`src/rtl/tck7_gmii_pkg.sv`:
```
// Shared types for the GMII TX arbiter: FSM states, the GMII byte bundle
// and the idle value driven toward the PCS whenever no frame is passing.
package tck7_gmii_pkg;

  typedef enum logic [2:0] {
    S_IDLE,
    S_WAIT,
    S_TX,
    S_DRAIN,
    S_IFG
  } state_t;

  typedef struct packed {
    logic       tx_en;
    logic       tx_er;
    logic [7:0] txd;
  } gmii_t;

  localparam gmii_t GMII_IDLE = '{tx_en: 1'b0, tx_er: 1'b0, txd: 8'h00};

  // Byte counter width; the counter saturates at its all-ones value.
  localparam int BYTE_CNT_W = 11;

  // Bundle loose GMII pins into one struct.
  function automatic gmii_t gmii_pack(input logic en, input logic er, input logic [7:0] d);
    gmii_t g;
    g.tx_en = en;
    g.tx_er = er;
    g.txd   = d;
    return g;
  endfunction

endpackage

```
`src/rtl/tck7_rr_arb2.sv`:
```
// Two-requester arbiter. Grant is combinational and one-hot; the tie-break
// pointer remembers which source to prefer next time both request.
// mode=0: source 0 always wins a tie. mode=1: the source not served last wins.
module tck7_rr_arb2 (
  input  logic       clk,
  input  logic       reset_n,
  input  logic       mode,
  input  logic [1:0] req,
  input  logic       advance,
  output logic [1:0] gnt
);

  logic ptr_reg;
  logic ptr_next;

  // One-hot grant: a lone requester always wins, a tie goes by mode/pointer.
  always_comb begin
    gnt = 2'b00;
    if (req == 2'b11) begin
      if (mode && ptr_reg) begin
        gnt = 2'b10;
      end else begin
        gnt = 2'b01;
      end
    end else begin
      gnt = req;
    end
  end

  // After any grant, prefer the source that did not just win.
  always_comb begin
    ptr_next = ptr_reg;
    if (advance && (gnt != 2'b00)) begin
      ptr_next = gnt[0];
    end
  end

  // Pointer register; reset prefers source 0.
  always_ff @(posedge clk or negedge reset_n) begin
    if (!reset_n) begin
      ptr_reg <= 1'b0;
    end else begin
      ptr_reg <= ptr_next;
    end
  end

endmodule

```
`src/rtl/tck7_gmii_tx_arbiter.sv`:
```
// Shares one GMII TX port between the beacon generator (source 0) and the
// user MAC path (source 1). One whole frame per grant, a forced idle gap
// after every frame, a start timeout on idle grants and a length watchdog
// that terminates runaway frames with an error byte.
module tck7_gmii_tx_arbiter
  import tck7_gmii_pkg::*;
#(
  parameter int ARB_MODE  = 0,
  parameter int IFG_LEN   = 12,
  parameter int MAX_LEN   = 1526,
  parameter int START_TMO = 16
) (
  input  logic        clk,
  input  logic        reset_n,
  input  logic        s0_req,
  output logic        s0_gnt,
  input  logic        s0_tx_en,
  input  logic        s0_tx_er,
  input  logic [7:0]  s0_txd,
  input  logic        s1_req,
  output logic        s1_gnt,
  input  logic        s1_tx_en,
  input  logic        s1_tx_er,
  input  logic [7:0]  s1_txd,
  output logic        gmii_tx_en,
  output logic        gmii_tx_er,
  output logic [7:0]  gmii_txd,
  output logic [15:0] frm_cnt0,
  output logic [15:0] frm_cnt1,
  output logic [15:0] abort_cnt
);

  localparam logic                  ARB_RR    = (ARB_MODE == 1);
  localparam logic [7:0]            IFG_LAST  = 8'(IFG_LEN - 1);
  localparam logic [15:0]           TMO_LAST  = (START_TMO > 0) ? 16'(START_TMO - 1) : 16'd0;
  localparam logic [BYTE_CNT_W-1:0] MAX_LEN_C = BYTE_CNT_W'(MAX_LEN);
  localparam logic                  WD_EN     = (MAX_LEN != 0);

  state_t                  state_reg, state_next;
  logic                    owner_reg, owner_next;
  logic [1:0]              gnt_reg, gnt_next;
  gmii_t                   out_reg, out_next;
  logic [BYTE_CNT_W-1:0]   byte_cnt_reg, byte_cnt_next;
  logic [15:0]             wait_cnt_reg, wait_cnt_next;
  logic [7:0]              ifg_cnt_reg, ifg_cnt_next;
  logic [1:0]              frm_inc;
  logic                    abort_inc;
  logic [15:0]             frm_cnt_reg [2];
  logic [15:0]             abort_cnt_reg;

  gmii_t                   src_in [2];
  gmii_t                   granted_in;
  logic [1:0]              arb_gnt;

  assign src_in[0]  = gmii_pack(s0_tx_en, s0_tx_er, s0_txd);
  assign src_in[1]  = gmii_pack(s1_tx_en, s1_tx_er, s1_txd);
  // Only the owner's pins are ever looked at; the other source is ignored.
  assign granted_in = src_in[owner_reg];

  tck7_rr_arb2 u_arb (
    .clk     (clk),
    .reset_n (reset_n),
    .mode    (ARB_RR),
    .req     ({s1_req, s0_req}),
    .advance (state_reg == S_IDLE),
    .gnt     (arb_gnt)
  );

  // Next-state, grant and output-byte selection.
  always_comb begin
    state_next    = state_reg;
    owner_next    = owner_reg;
    gnt_next      = gnt_reg;
    out_next      = GMII_IDLE;
    byte_cnt_next = byte_cnt_reg;
    wait_cnt_next = wait_cnt_reg;
    ifg_cnt_next  = ifg_cnt_reg;
    frm_inc       = 2'b00;
    abort_inc     = 1'b0;

    case (state_reg)
      S_IDLE: begin
        if (arb_gnt != 2'b00) begin
          owner_next    = arb_gnt[1];
          gnt_next      = arb_gnt;
          wait_cnt_next = '0;
          state_next    = S_WAIT;
        end
      end

      S_WAIT: begin
        if (granted_in.tx_en) begin
          // First byte (preamble) is forwarded and counted as byte 1.
          out_next      = granted_in;
          byte_cnt_next = BYTE_CNT_W'(1);
          state_next    = S_TX;
        end else if (wait_cnt_reg >= TMO_LAST) begin
          gnt_next      = 2'b00;
          ifg_cnt_next  = '0;
          state_next    = S_IFG;
        end else begin
          wait_cnt_next = wait_cnt_reg + 16'd1;
        end
      end

      S_TX: begin
        if (!granted_in.tx_en) begin
          frm_inc[owner_reg] = 1'b1;
          gnt_next           = 2'b00;
          ifg_cnt_next       = '0;
          state_next         = S_IFG;
        end else if (WD_EN && (byte_cnt_reg == MAX_LEN_C)) begin
          // Byte after the last legal one goes out poisoned with tx_er.
          out_next       = granted_in;
          out_next.tx_er = 1'b1;
          abort_inc      = 1'b1;
          gnt_next       = 2'b00;
          state_next     = S_DRAIN;
        end else begin
          out_next = granted_in;
          if (byte_cnt_reg != '1) begin
            byte_cnt_next = byte_cnt_reg + BYTE_CNT_W'(1);
          end
        end
      end

      S_DRAIN: begin
        if (!granted_in.tx_en) begin
          ifg_cnt_next = '0;
          state_next   = S_IFG;
        end
      end

      S_IFG: begin
        if (ifg_cnt_reg >= IFG_LAST) begin
          state_next = S_IDLE;
        end else begin
          ifg_cnt_next = ifg_cnt_reg + 8'd1;
        end
      end

      default: begin
        gnt_next   = 2'b00;
        state_next = S_IDLE;
      end
    endcase
  end

  // FSM and datapath registers; reset truncates any frame in flight.
  always_ff @(posedge clk or negedge reset_n) begin
    if (!reset_n) begin
      state_reg    <= S_IDLE;
      owner_reg    <= 1'b0;
      gnt_reg      <= 2'b00;
      out_reg      <= GMII_IDLE;
      byte_cnt_reg <= '0;
      wait_cnt_reg <= '0;
      ifg_cnt_reg  <= '0;
    end else begin
      state_reg    <= state_next;
      owner_reg    <= owner_next;
      gnt_reg      <= gnt_next;
      out_reg      <= out_next;
      byte_cnt_reg <= byte_cnt_next;
      wait_cnt_reg <= wait_cnt_next;
      ifg_cnt_reg  <= ifg_cnt_next;
    end
  end

  genvar gi;
  for (gi = 0; gi < 2; gi++) begin : g_frm_cnt
    // Per-source count of frames that ended cleanly; wraps.
    always_ff @(posedge clk or negedge reset_n) begin
      if (!reset_n) begin
        frm_cnt_reg[gi] <= '0;
      end else if (frm_inc[gi]) begin
        frm_cnt_reg[gi] <= frm_cnt_reg[gi] + 16'd1;
      end
    end
  end

  // Count of watchdog aborts from either source; wraps.
  always_ff @(posedge clk or negedge reset_n) begin
    if (!reset_n) begin
      abort_cnt_reg <= '0;
    end else if (abort_inc) begin
      abort_cnt_reg <= abort_cnt_reg + 16'd1;
    end
  end

  assign s0_gnt     = gnt_reg[0];
  assign s1_gnt     = gnt_reg[1];
  assign gmii_tx_en = out_reg.tx_en;
  assign gmii_tx_er = out_reg.tx_er;
  assign gmii_txd   = out_reg.txd;
  assign frm_cnt0   = frm_cnt_reg[0];
  assign frm_cnt1   = frm_cnt_reg[1];
  assign abort_cnt  = abort_cnt_reg;

endmodule

```
`config.mk`:
```
export PLATFORM = sky130hd
export DESIGN_NAME = tck7_gmii_tx_arbiter
export DESIGN_NICKNAME = d
export VERILOG_FILES = /design/src/rtl/tck7_gmii_pkg.sv /design/src/rtl/tck7_rr_arb2.sv /design/src/rtl/tck7_gmii_tx_arbiter.sv
export SDC_FILE = /design/constraint.sdc
export NUM_CORES = 1
export LEC_CHECK = 0
export ABC_CLOCK_PERIOD_IN_PS = 5500
export BUFFER_PORTS_ARGS = -buffer_cell sky130_fd_sc_hd__buf_2
export CAP_MARGIN = 20
export CORE_ASPECT_RATIO = 2
export CORE_UTILIZATION = 55
export DETAILED_ROUTE_END_ITERATION = 12
export PLACE_DENSITY = 0.79
export SKIP_CTS_REPAIR_TIMING = 1
export SLEW_MARGIN = 40
export SYNTH_ARGS = -nofsm -noshare
export SYNTH_HDL_FRONTEND = slang
export SYNTH_SLANG_ARGS = --single-unit
```
`constraint.sdc`:
```
create_clock -name clk -period 5.5 [get_ports clk]
set_input_delay 1.1 -clock clk [delete_from_list [all_inputs] [get_ports clk]]
set_output_delay 1.1 -clock clk [all_outputs]
set_load 0.02 [all_outputs]
```
# == Word-level counts from Yosys, hierarchy flattened ==
# Index checks and enable logic that the tools add are counted.
# Widths: inputs -> output; s select.
# classes
addsub,6
n_lt_le_gt_ge,5
n_eq_ne,21
mux,43
bitwise,2
reduce_logical,14
# ops
op,count
$add 16x1->16 const B,4
$mux 10,5
$mux 16,3
$mux 11,4
$mux 8,4
$pmux 16 s2,1
$ne 2x2->1 const B,12
$pmux 8 s3,1
$pmux 11 s2,1
$mux 3,7
$pmux 10 s2,1
$reduce_and 5->1,4
$ge 16x4->1 const B,1
$mux 2,8
$pmux 3 s5,1
$add 11x1->11 const B,1
$eq 11x11->1 const B,1
$ne 11x11->1 const B,1
$mux 9,1
$add 8x1->8 const B,1
$ge 8x4->1 const B,1
$pmux 2 s4,1
$eq 3x2->1 const B,2
$ne 3x3->1 const B,2
17 further kinds,23
# totals
register_bits,99
inputBits,24
out_inout_bits,60
wordCells,103

# == Longest topological paths before layout ==
# Gate-level depths: netlist (run 1).
# depth
depth_word,7
depth_mapped,9
ltp_nobuf,7

# == Modules after synthesis ==
# From an unflattened synthesis (run 1), not the netlist that was laid out.
# unflattened
cells_unflattened,425
area_unflattened_um2,4533.1
# modules_own_cells
mod,instances,cells_per_inst,area_each_um2,seq_area_each_um2
tck7_gmii_tx_arbiter,1,415,4460.5,2477.4
tck7_rr_arb2,1,10,72.6,25.0

# == Least setup slack after synthesis (run 1) ==
# Ideal clock, no wire load.
# synth_path
path_type,input port to flip-flop
startpoint,input port s0_tx_en
endpoint,register frm_cnt_reg (netlist bit frm_cnt0[14])
setup_time_ns,0.080
arrival_time_ns,2.402
required_ns,5.420
slack_ns,3.018
cell_stages,5
path_buffers,0
cell_sequence,or2_2 > or4_4 > or2_4 > nor2_2 > xor2_1
# synth_between
elab_chain_cells,5
# synth_rtl
element,line,rtl
"start, declared",tck7_gmii_tx_arbiter.sv:17,"input logic s0_tx_en,"
$mux 10 (not written as such) (3 in a row),tck7_gmii_tx_arbiter.sv:58,assign granted_in = src_in[owner_reg];
$mux 2,tck7_gmii_tx_arbiter.sv:107,if (!granted_in.tx_en) begin
$mux 2,tck7_gmii_tx_arbiter.sv:81,case (state_reg)
"end signal, assigned by index",tck7_gmii_tx_arbiter.sv:177,frm_cnt_reg[gi] <= frm_cnt_reg[gi] + 16'd1;
"end, declared",tck7_gmii_tx_arbiter.sv:48,logic [15:0] frm_cnt_reg [2];
# Every way passes these cells. The select of a mux whose other input is x is not followed.
# A chain may end at the register's enable or synchronous reset.

# == Worst setup path in the final report (run 1) ==
# layout_path
startpoint,register owner_reg
endpoint,register byte_cnt_reg[7]
# layout_between
elab_chain_cells,6
elab_cells_between_ends,7
cone_classes,eq/ne: 2; mux: 3; bitwise: 1; reduce/logical: 1
# layout_rtl
element,line,rtl
"start, declared",tck7_gmii_tx_arbiter.sv:40,"logic owner_reg, owner_next;"
"start signal, assigned",tck7_gmii_tx_arbiter.sv:161,owner_reg <= owner_next;
$not 1->2 (not written as such) *,tck7_gmii_tx_arbiter.sv:58,
$mux 10 (not written as such) * (3 in a row),tck7_gmii_tx_arbiter.sv:58,
$ne 2x2->1 (no line),n/a,
$reduce_and 5->1 (no line) *,n/a,
"end signal, assigned",tck7_gmii_tx_arbiter.sv:164,byte_cnt_reg <= byte_cnt_next;
"end, declared",tck7_gmii_tx_arbiter.sv:43,"logic [BYTE_CNT_W-1:0] byte_cnt_reg, byte_cnt_next;"
# Every way passes the cells marked *; elsewhere a longest branch is shown, timed or not. The select of a mux whose other input is x is not followed.

==> results of run 1 <==
## power breakdown
| group | internal [mW] | total, mW | switching [mW] | leakage [nW] |
|---|---|---|---|---|
| logic | 0.204 | 0.550 | 0.346 | 1.15 |
| registers | 0.828 | 0.952 | 0.124 | 1.33 |
| clock network | 0.443 | 0.708 | 0.264 | 0.165 |
## stage by stage
| stage | std cells | setup WS, ns | utilization [%] | hold slack, ns |
|---|---|---|---|---|
| floorplan | 420 | 3.02 | - | 0.454 |
| CTS | 606 | 3.00 | 67.0 | 0.465 |
| global placement | 590 | 2.76 | 62.7 | 0.452 |
| detailed placement | 590 | 2.69 | 62.7 | 0.452 |
| finish | 606 | 3.00 | 67.1 | 0.465 |
| global route | 606 | 2.80 | 67.1 | 0.480 |
## cells in the final DEF (no fill, tap or decap), drive strengths merged, types with 2 or more instances in the layout
master  instances
and4            2
xor2           20
buf            84
clkbuf          9
and2b           3
or4             5
nor3           13
ha              7
and2           16
and3            8
or2             3
nor2b           4
bufinv          3
clkinv          3
nand3          16
inv            12
nand2          38
a31oi           2
nor4            5
dfrtp          99
o31ai           5
nor2           39
or3             4
a21oi          15
mux2i          11
a21boi          2
mux2            3
o21ai          12
xnor2          28
nand4          21
nor3b           3
## cell usage after synthesis (7+ instances only)
| cell | n | area [µm²] |
|---|---|---|
| dfrtp_1 | 99 | 2480 |
| nand2_1 | 38 | 143 |
| nor2_1 | 37 | 139 |
| xnor2_1 | 28 | 245 |
| nand4_1 | 21 | 131 |
| xor2_1 | 20 | 175 |
| nand3_1 | 16 | 80.1 |
| a21oi_1 | 15 | 75.1 |
| and2_1 | 15 | 93.8 |
| nor3_1 | 13 | 65.1 |
| inv_1 | 12 | 45.0 |
| o21ai_0 | 12 | 60.1 |
| mux2i_1 | 11 | 110 |
| and3_1 | 8 | 50.1 |
| ha_1 | 7 | 87.6 |
## final cells by class
class	count	share of cell area, %
clock inverters	7	2.18
flip-flops and latches	99	46.5
multi-input cells	299	36.0
repair buffers	84	7.98
well taps	96	2.25
clock buffers	9	4.23
inverters	12	0.845
## cell families after synthesis
kind of cell | after synthesis
AND/OR/NAND/NOR | 182
flip-flops | 99
AO/OA/AOI/OAI | 48
XOR/XNOR | 48
buffers and inverters | 22
multiplexers | 14
adder cells (fa/ha/maj) | 7
## worst paths after layout
check	slack, ns	cells past startpoint	to
min in group asynchronous	0.73	1	frm_cnt1[8]
max in group asynchronous	3.67	2	gmii_txd[6]
hold / removal	0.46	1	abort_cnt[15]
hold reg to reg	0.46	1	abort_cnt[15]
setup reg to reg	3.00	5	byte_cnt_reg[7]
setup / recovery	3.00	5	byte_cnt_reg[7]
## metal layers
layer | vias up | wire (µm) | track usage (%)
met2 | 107 | 5030 | 40.9
met5 | - | 0 | 0
met3 | 21 | 398 | 6.21
li1 | 1636 | - | -
met4 | 0 | 269 | 12.3
met1 | 1680 | 3590 | 27.1
## worst max-delay path, cell delays in order, from the launching register on
cell and delay, ns:
dfrtp_1 0.77, mux2_2 0.34, nor3_1 0.07, a221o_1 0.50, or4_1 0.57, a21oi_1 0.16
==> out/qor.yml, run 1 <==
root_buffer: "clkbuf_16"
outcome: "completed"
dr.first_iter.drc_count: 203
timing.fmax_mhz: 399
relSlewSlack_pct: 52.3
cts_tree: "yes"
antenna_cells: 0
syn_inst: 420
synth-edff-count: 0
setup_viol: 0
synth-async-reset-ratio_pct: 100
synth_compound_area_share_pct: 6.82
regToRegStartpoint: "owner_reg"
critPathKind: "reg2reg"
dpl-instance-area_um2: 4980
synth_seq_cells: 99
finalPower_mw: 2.21
hold_violations: 0
drv_cap: 0
ys_warn_count: 0
cts_buffers: 9
num_rows: 46
cts.clk_slew.worst_paths_ns: 0.07
fin_worst_skew_ns: 0.00971
synth.area.mux_share_pct: 3.20
rsz0062_at_grt: "false"
endpoint_kind: "flop"
grt_pass1_wl_um: 15500
ys.flop_type: "dfrtp_1"
io_pins: 84
initial_utilization_pct: 56.6
viasPerCell: 5.68
worst_pin_slew_ns: 0.714
dr.pass1.iters: 4
synth_xor_area_share_pct: 9.35
critPathArrivalTime_ns: 2.77
cts_buffer_depth: 2
grt_max_degree: 59
drtAntennaViolNets: 0
drive_above_1_share_pct: 22.0
syn_area_um2: 4500
vias: 3444
crit_path_start_kind: "flop"
grt_pass1_vias: 3365
crit_fanout: 21
clk_latency_ns: 0.35
startpoint: "owner_reg"
place_congestion: 0.931
grt_util_all_layers_pct: 24.0
ys_types: 50
period_needed_ns: 2.50
vdd.ir_drop.worst_v: 0.000308
synth_nets: 451
overflow: 0
setup-tns-final_ns: 0
p_leak_nw: 2.65
min_path_type: "reg2reg"
syn_area_per_cell_um2: 10.7
power.density_nw_per_um2: 415
final_nets: 536
stdcell_area_um2: 5330
yosysSeqAreaShare_pct: 55.1
crit_required_ns: 5.76
dp_hpwl_um: 6830
coreArea_um2: 7940
htree_num_levels: 3
antenna_found_initial: 0
hold_start: "abort_cnt[15]"
io_buffers: 83
dieHeight_um: 130
seq_area_um2: 2480
slew_viol_final: 0
area.growth.synth_to_final_pct: 18.6
fill_cells: 640
cts_sinks: 99
finalCritPeriodShare_pct: 45.5
wl_um: 9290
yosys.area_share.adder_pct: 1.95
multi_input_area_um2: 1920
die_area_um2: 8560
synth_top_family_by_area: "simple AND/OR/NAND/NOR gates"
yosys.area_share.simple_pct: 21.2
wl_per_cell_um: 15.3
die_w_um: 65.9
drc: 0
No activity file was read; power rests on OpenSTA's default activity.
==> run 2, diff against run 1 <==
Settings changed: ABC_AREA set to 1, ABC_CLOCK_PERIOD_IN_PS 5500 to 2060, CORE_UTILIZATION 55 to 51, PLACE_DENSITY 0.79 to 0.76.
Clock period 5.5 ns to 2.06 ns, I/O delays scaled along.
==> run 2 against run 1 <==
Net effect:
- highest routed layer unchanged
- the flow now finishes with violations (hold timing)
- global-route usage is 0.44 points higher
- sequential share of layout area down 6.6 points
- clock skew is 0.00073 ns lower
- sequential power increased to 2.7 times the previous value
- routed wire length is 31% higher
- worst hold slack worse by 0.48 ns
- utilization decreased by 5.4 points
- first-iteration DRC count grew 13%
==> out/qor.yml, run 2 <==
drive_above_1_share_pct: 16.7  # -5.2 points
clk_latency_ns: 0.35  # about the same
root_buffer: "clkbuf_16"
crit_fanout: 5  # -76%
wl_per_cell_um: 13.0  # -15%
dr_wl_met2_um: 6760  # +34%
final_nets: 828  # +54%
grt_util_all_layers_pct: 24.4  # +0.44 points
drc: 0  # unchanged
dpl-instance-area_um2: 5930  # +19%
seq_area_um2: 2480  # unchanged
worst_pin_slew_ns: 0.474  # -0.240 ns
met1_length_um: 4410  # +23%
rsz0062_at_grt: "false"
cts.clk_slew.worst_paths_ns: 0.07  # about the same
ys_warn_count: 0  # unchanged
wl_met3_um: 460  # +16%
synthTopCellsByArea: "dfrtp_1 (47%), nand2_1 (17%), nor2_1 (7.6%)"
synth-async-reset-ratio_pct: 100  # unchanged
dp.cells: 921  # +56%
fill_cells: 902  # +41%
antenna_found_initial: 0  # unchanged
setup-tns-final_ns: 0  # unchanged
yosysTopAreaCell: "dfrtp_1"
dr.pass1.iters: 5  # +1
dieHeight_um: 146  # +12%
min_path_type: "in2async"
wl_um: 12200  # +31%
cts_tree: "yes"
viasPerCell: 5.17  # -9.1%
power.density_nw_per_um2: 1030  # +150%
synth_top_area_share_pct: 46.8  # -8.3 points
htree_num_levels: 3  # unchanged
route.top_layer_used: "met4"
ff2ff_setup_slack_ns: 0.23  # -2.76 ns
period_needed_ns: 1.83  # -0.675 ns
syn_inst: 703  # +67%
violations: "hold timing"
syn_area_per_cell_um2: 7.53  # -30%
multi_input_area_um2: 2480  # +29%
finalPower_mw: 6.43  # +190%
fin_hold_ws_ns: -0.0105  # -0.475 ns
antenna_cells: 0  # unchanged
grt_pass1_vias: 4775  # +42%
reg2reg_to: "ifg_cnt_reg[5]"
vias: 4835  # +40%
drv_cap: 0  # unchanged
initial_utilization_pct: 52.5  # -4.1 points
drtAntennaViolNets: 0  # unchanged
place_congestion: 0.917  # -1.6%
yosysMostFrequentCell: "nand2_1"
p_leak_nw: 3.19  # +21%
io_buffers: 83  # unchanged
dr.first_iter.drc_count: 229  # +13%
endpoint_kind: "flop"
grt_pass1_wl_um: 20600  # +33%
area.growth.synth_to_final_pct: 17.5
rr_worst_depth: 9  # +4
yosysSeqAreaShare_pct: 46.8  # -8.3 points
coreArea_um2: 10100  # +27%
fin_worst_skew_ns: 0.00898  # -0.000727 ns
stdcell_area_um2: 6220  # +17%
syn_area_um2: 5290  # +18%
layout_commonest_cell: "nand2_1"
relSlewSlack_pct: 68.2  # +16 points
cts_sinks: 99  # unchanged
cts_buffer_depth: 2  # unchanged
final_cell_mix: "nand2_1 (238), nor2_1 (106), dfrtp_1 (99)"
hold_violations: 11  # +11
grt_max_degree: 38  # -36%
vdd.ir_drop.worst_v: 0.000786  # +160%
ys_types: 29  # -42%
finalCritPeriodShare_pct: 88.7  # +43 points
overflow: 0  # unchanged
num_rows: 52  # +13%
dp_slack_ns: 0.118  # -2.58 ns
setup_viol: 0  # unchanged
outcome: "finished, violations left"
crit_path_start_kind: "flop"
critPathArrivalTime_ns: 2.06  # -0.71 ns
ys.flop_type: "dfrtp_1"
synth_nets: 734  # +63%
die_w_um: 74.0  # +12%
synthTopCellsByCount: "nand2_1 (238), nor2_1 (107), dfrtp_1 (99), inv_1 (68), nand3_1 (45)"
fin_cells: 936  # +54%
regToRegStartpoint: "ifg_cnt_reg[0]"
crit_required_ns: 2.30  # -3.46 ns
synth-edff-count: 0  # unchanged
fin_ws_ns: 0.232  # -2.76 ns
cts_buffers: 9  # unchanged
timing.fmax_mhz: 547  # +37%
dp_hpwl_um: 9420  # +38%
critPathKind: "reg2reg"
io_pins: 84  # unchanged
synth_seq_cells: 99  # unchanged
die_area_um2: 10800  # +26%
slew_viol_final: 0  # unchanged
-- run 2: area by class of cell --
type | count | share of cell area, %
sequential | 99 | 39.8
clock inverter | 3 | 0.362
multi-input combinational | 518 | 39.9
clock buffer | 12 | 4.29
tap | 135 | 2.72
timing repair buffer | 92 | 8.21
inverter | 77 | 4.65
-- run 2: kinds of logic (layout without fill, tap and decap cells) --
group / Yosys count / after routing / share of synthesized area, %
simple gates: 438 / 438 / 35.1
fa+ha+maj: 7 / 7 / 1.65
buf+inv: 86 / 184 / 6.33
flops: 99 / 99 / 46.8
compound gates: 35 / 35 / 3.78
xor+xnor: 38 / 38 / 6.29
-- run 2: metrics by stage --
step	util, %	hold WS, ns
global placement	58.8	0.369
floorplan	-	0.116
finish	61.7	-0.0105
CTS	61.6	0.00316
detailed placement	58.8	0.376
global route	61.7	0.0210
-- run 2: worst max-delay path by stage --
stage                    startpoint              end  slack (ns)  cells after the start
global placement    byte_cnt_reg[0]  byte_cnt_reg[2]        0.18                     10
detailed placement  byte_cnt_reg[0]  byte_cnt_reg[7]        0.12                     10
CTS                 byte_cnt_reg[0]  byte_cnt_reg[4]        0.09                     10
global route        byte_cnt_reg[0]  byte_cnt_reg[4]       0.006                      9
floorplan           byte_cnt_reg[0]    abort_cnt[12]        0.49                      9
finish               ifg_cnt_reg[0]   ifg_cnt_reg[5]        0.23                      9
-- run 2: routing by layer --
metal | vias to the layer above | track usage, %
met5 | - | 0
met4 | 0 | 13.5
met2 | 138 | 45.4
met3 | 44 | 3.80
li1 | 2385 | -
met1 | 2268 | 24.5
-- run 2: report_power, final --
group / internal [mW] / switching (mW)
logic: 0.672 / 1.54
clock network: 0.911 / 0.716
registers: 2.26 / 0.329
total: 3.85 / 2.59
-- run 2: critical path: stages (launching register included) --
cell and delay [ns]:
dfrtp_1 0.41, ha_1 0.22, nor2_1 0.14, nor2_1 0.06, nor2_1 0.19, nor2_1 0.06
nor2_1 0.25, nand2_1 0.21, inv_2 0.13, nor2_1 0.05
==> run 3, diff against run 2 <==
Settings changed: CELL_PAD_IN_SITES_DETAIL_PLACEMENT set to 1, CELL_PAD_IN_SITES_GLOBAL_PLACEMENT set to 2, CORE_UTILIZATION 51 to 29, PLACE_DENSITY 0.76 to unset, PLACE_DENSITY_LB_ADDON set to 0.1.
==> run 3 against run 2 <==
Net effect:
- the flow now finishes without violations
- via count rose by 0.19%
- critical path type unchanged
- highest routed layer unchanged
- worst hold slack improved by 0.31 ns
- sequential share of layout area fell by 1.3 points
==> out/qor.yml, run 3 (synthesized netlist as in run 2, its figures left out) <==
outcome: "completed"
cts_tree: "yes"
vias: 4844  # +0.19%
grt_pass1_wl_um: 26300  # +28%
min_path_type: "in2reg"
drc: 0  # unchanged
wl_per_cell_um: 15.3  # +18%
cts_buffer_depth: 2  # unchanged
coreArea_um2: 17800  # +76%
fin_worst_skew_ns: 0.00820  # -0.000779 ns
grt_pass1_vias: 5266  # +10%
power.density_nw_per_um2: 1050  # +1.6%
setup-tns-final_ns: 0  # unchanged
fin_cells: 1026  # +9.6%
place_congestion: 0.779  # -15%
drtAntennaViolNets: 0  # unchanged
grt_max_degree: 49  # +29%
die_w_um: 97.5  # +32%
htree_num_levels: 3  # unchanged
timing.fmax_mhz: 546  # -0.15%
dieHeight_um: 193  # +32%
finalCritPeriodShare_pct: 88.9  # +0.14 points
wl_um: 15700  # +29%
slew_viol_final: 0  # unchanged
drive_above_1_share_pct: 17.8  # +1.0 points
drv_cap: 0  # unchanged
worst_pin_slew_ns: 0.492  # +0.0179 ns
relSlewSlack_pct: 67.2  # -0.99 points
critPathMaxStageDelay_ns: 0.41  # about the same
dp_slack_ns: 0.106  # -0.0120 ns
layout_commonest_cell: "nand2_1"
critPathKind: "reg2reg"
grt_util_all_layers_pct: 17.9  # -6.6 points
root_buffer: "clkbuf_16"
startpoint: "ifg_cnt_reg[0]"
rsz0062_at_grt: "false"
dp_hpwl_um: 12500  # +32%
die_area_um2: 18800  # +74%
finalPower_mw: 6.76  # +5.1%
vdd.ir_drop.worst_v: 0.000585  # -26%
crit_top_cell: "nor2_1"
dp.cells: 1008  # +9.4%
slowest_stage: "dfrtp_1"
crit_path_start_kind: "flop"
period_needed_ns: 1.83  # +0.00278 ns
endpoint_kind: "flop"
crit_fanout: 5  # unchanged
cts.clk_slew.worst_paths_ns: 0.07  # about the same
regToRegStartpoint: "ifg_cnt_reg[0]"
io_pins: 84  # unchanged
critPathArrivalTime_ns: 2.07  # about the same
final_cell_mix: "nand2_1 (238), nor2_1 (105), dfrtp_1 (99)"
path_cells: "ha_1 -> nor2_1 -> nor2_1 -> nor2_1 -> nor2_1 -> nor2_2 -> nand2_1 -> inv_2 -> nor2_1"
final_nets: 838  # +1.2%
cts_buffers: 9  # unchanged
cts_sinks: 99  # unchanged
dr.first_iter.drc_count: 102  # -55%
p_leak_nw: 3.26  # +2.1%
final_core_util_pct: 36.1  # -26 points
crit_required_ns: 2.30  # about the same
worst-path-buf-inv: 1  # unchanged
setup_viol: 0  # unchanged
hold_violations: 0  # -11
num_rows: 69  # +33%
io_buffers: 83  # unchanged
fin_ws_ns: 0.229  # -0.00278 ns
viasPerCell: 4.72  # -8.6%
overflow: 0  # unchanged
initial_utilization_pct: 29.8  # -23 points
dr.pass1.iters: 4  # -1
antenna_found_initial: 1  # +1
hold_start: "s0_tx_er"
clk_latency_ns: 0.35  # about the same
crit_family: "simple AND/OR/NAND/NOR gates"
area.growth.synth_to_final_pct: 21.4
[run 3: worst paths after layout]
| check | endpoint | slack [ns] | depth (start not counted) |
|---|---|---|---|
| min in group asynchronous | frm_cnt0[4] | 0.45 | 2 |
| worst min-delay path | gmii_tx_er | 0.30 | 3 |
| worst min register to register | wait_cnt_reg[8] | 0.49 | 2 |
| max in group asynchronous | ifg_cnt_reg[2] | 1.08 | 3 |
| worst max register to register | ifg_cnt_reg[4] | 0.23 | 9 |
| worst max-delay path | ifg_cnt_reg[4] | 0.23 | 9 |
[run 3: through the flow]
stage	area (µm²)	hold WS [ns]
after global routing	6420	0.319
after CTS	6410	-0.111
after global placement	6100	0.276
after floorplan	5290	0.116
final	6430	0.302
after detailed placement	6100	0.275
[run 3: report_power, final]
group	total, mW	switching [mW]	internal [mW]
Clock	1.77	0.766	1.00
Combinational	2.41	1.64	0.767
Sequential	2.58	0.320	2.26
[run 3: worst reg2reg max path, stage by stage (launching register included)]
cell,delay [ns]
dfrtp_1,0.41
ha_1,0.23
nor2_1,0.14
nor2_1,0.06
nor2_1,0.22
nor2_1,0.09
nor2_2,0.20
nand2_1,0.18
inv_2,0.14
nor2_1,0.05
[run 3: final cells by class]
cell class	count	area [µm²]
clock buffers	11	253
multi-input cells	518	2490
flip-flops and latches	99	2480
inverters	77	289
diodes	2	5.00
fillers	2257	11400
repair buffers	102	601
clock inverters	4	50.0
well taps	213	267
[run 3: metal layers]
| layer | vias to the layer above | GRT usage [%] | part of all wire, % |
|---|---|---|---|
| li1 | 2396 | - | - |
| met1 | 2384 | 17.4 | 36 |
| met2 | 50 | 37.0 | 60 |
| met3 | 14 | 2.02 | 1.6 |
| met4 | 0 | 7.30 | 2.0 |
| met5 | - | 0 | 0 |
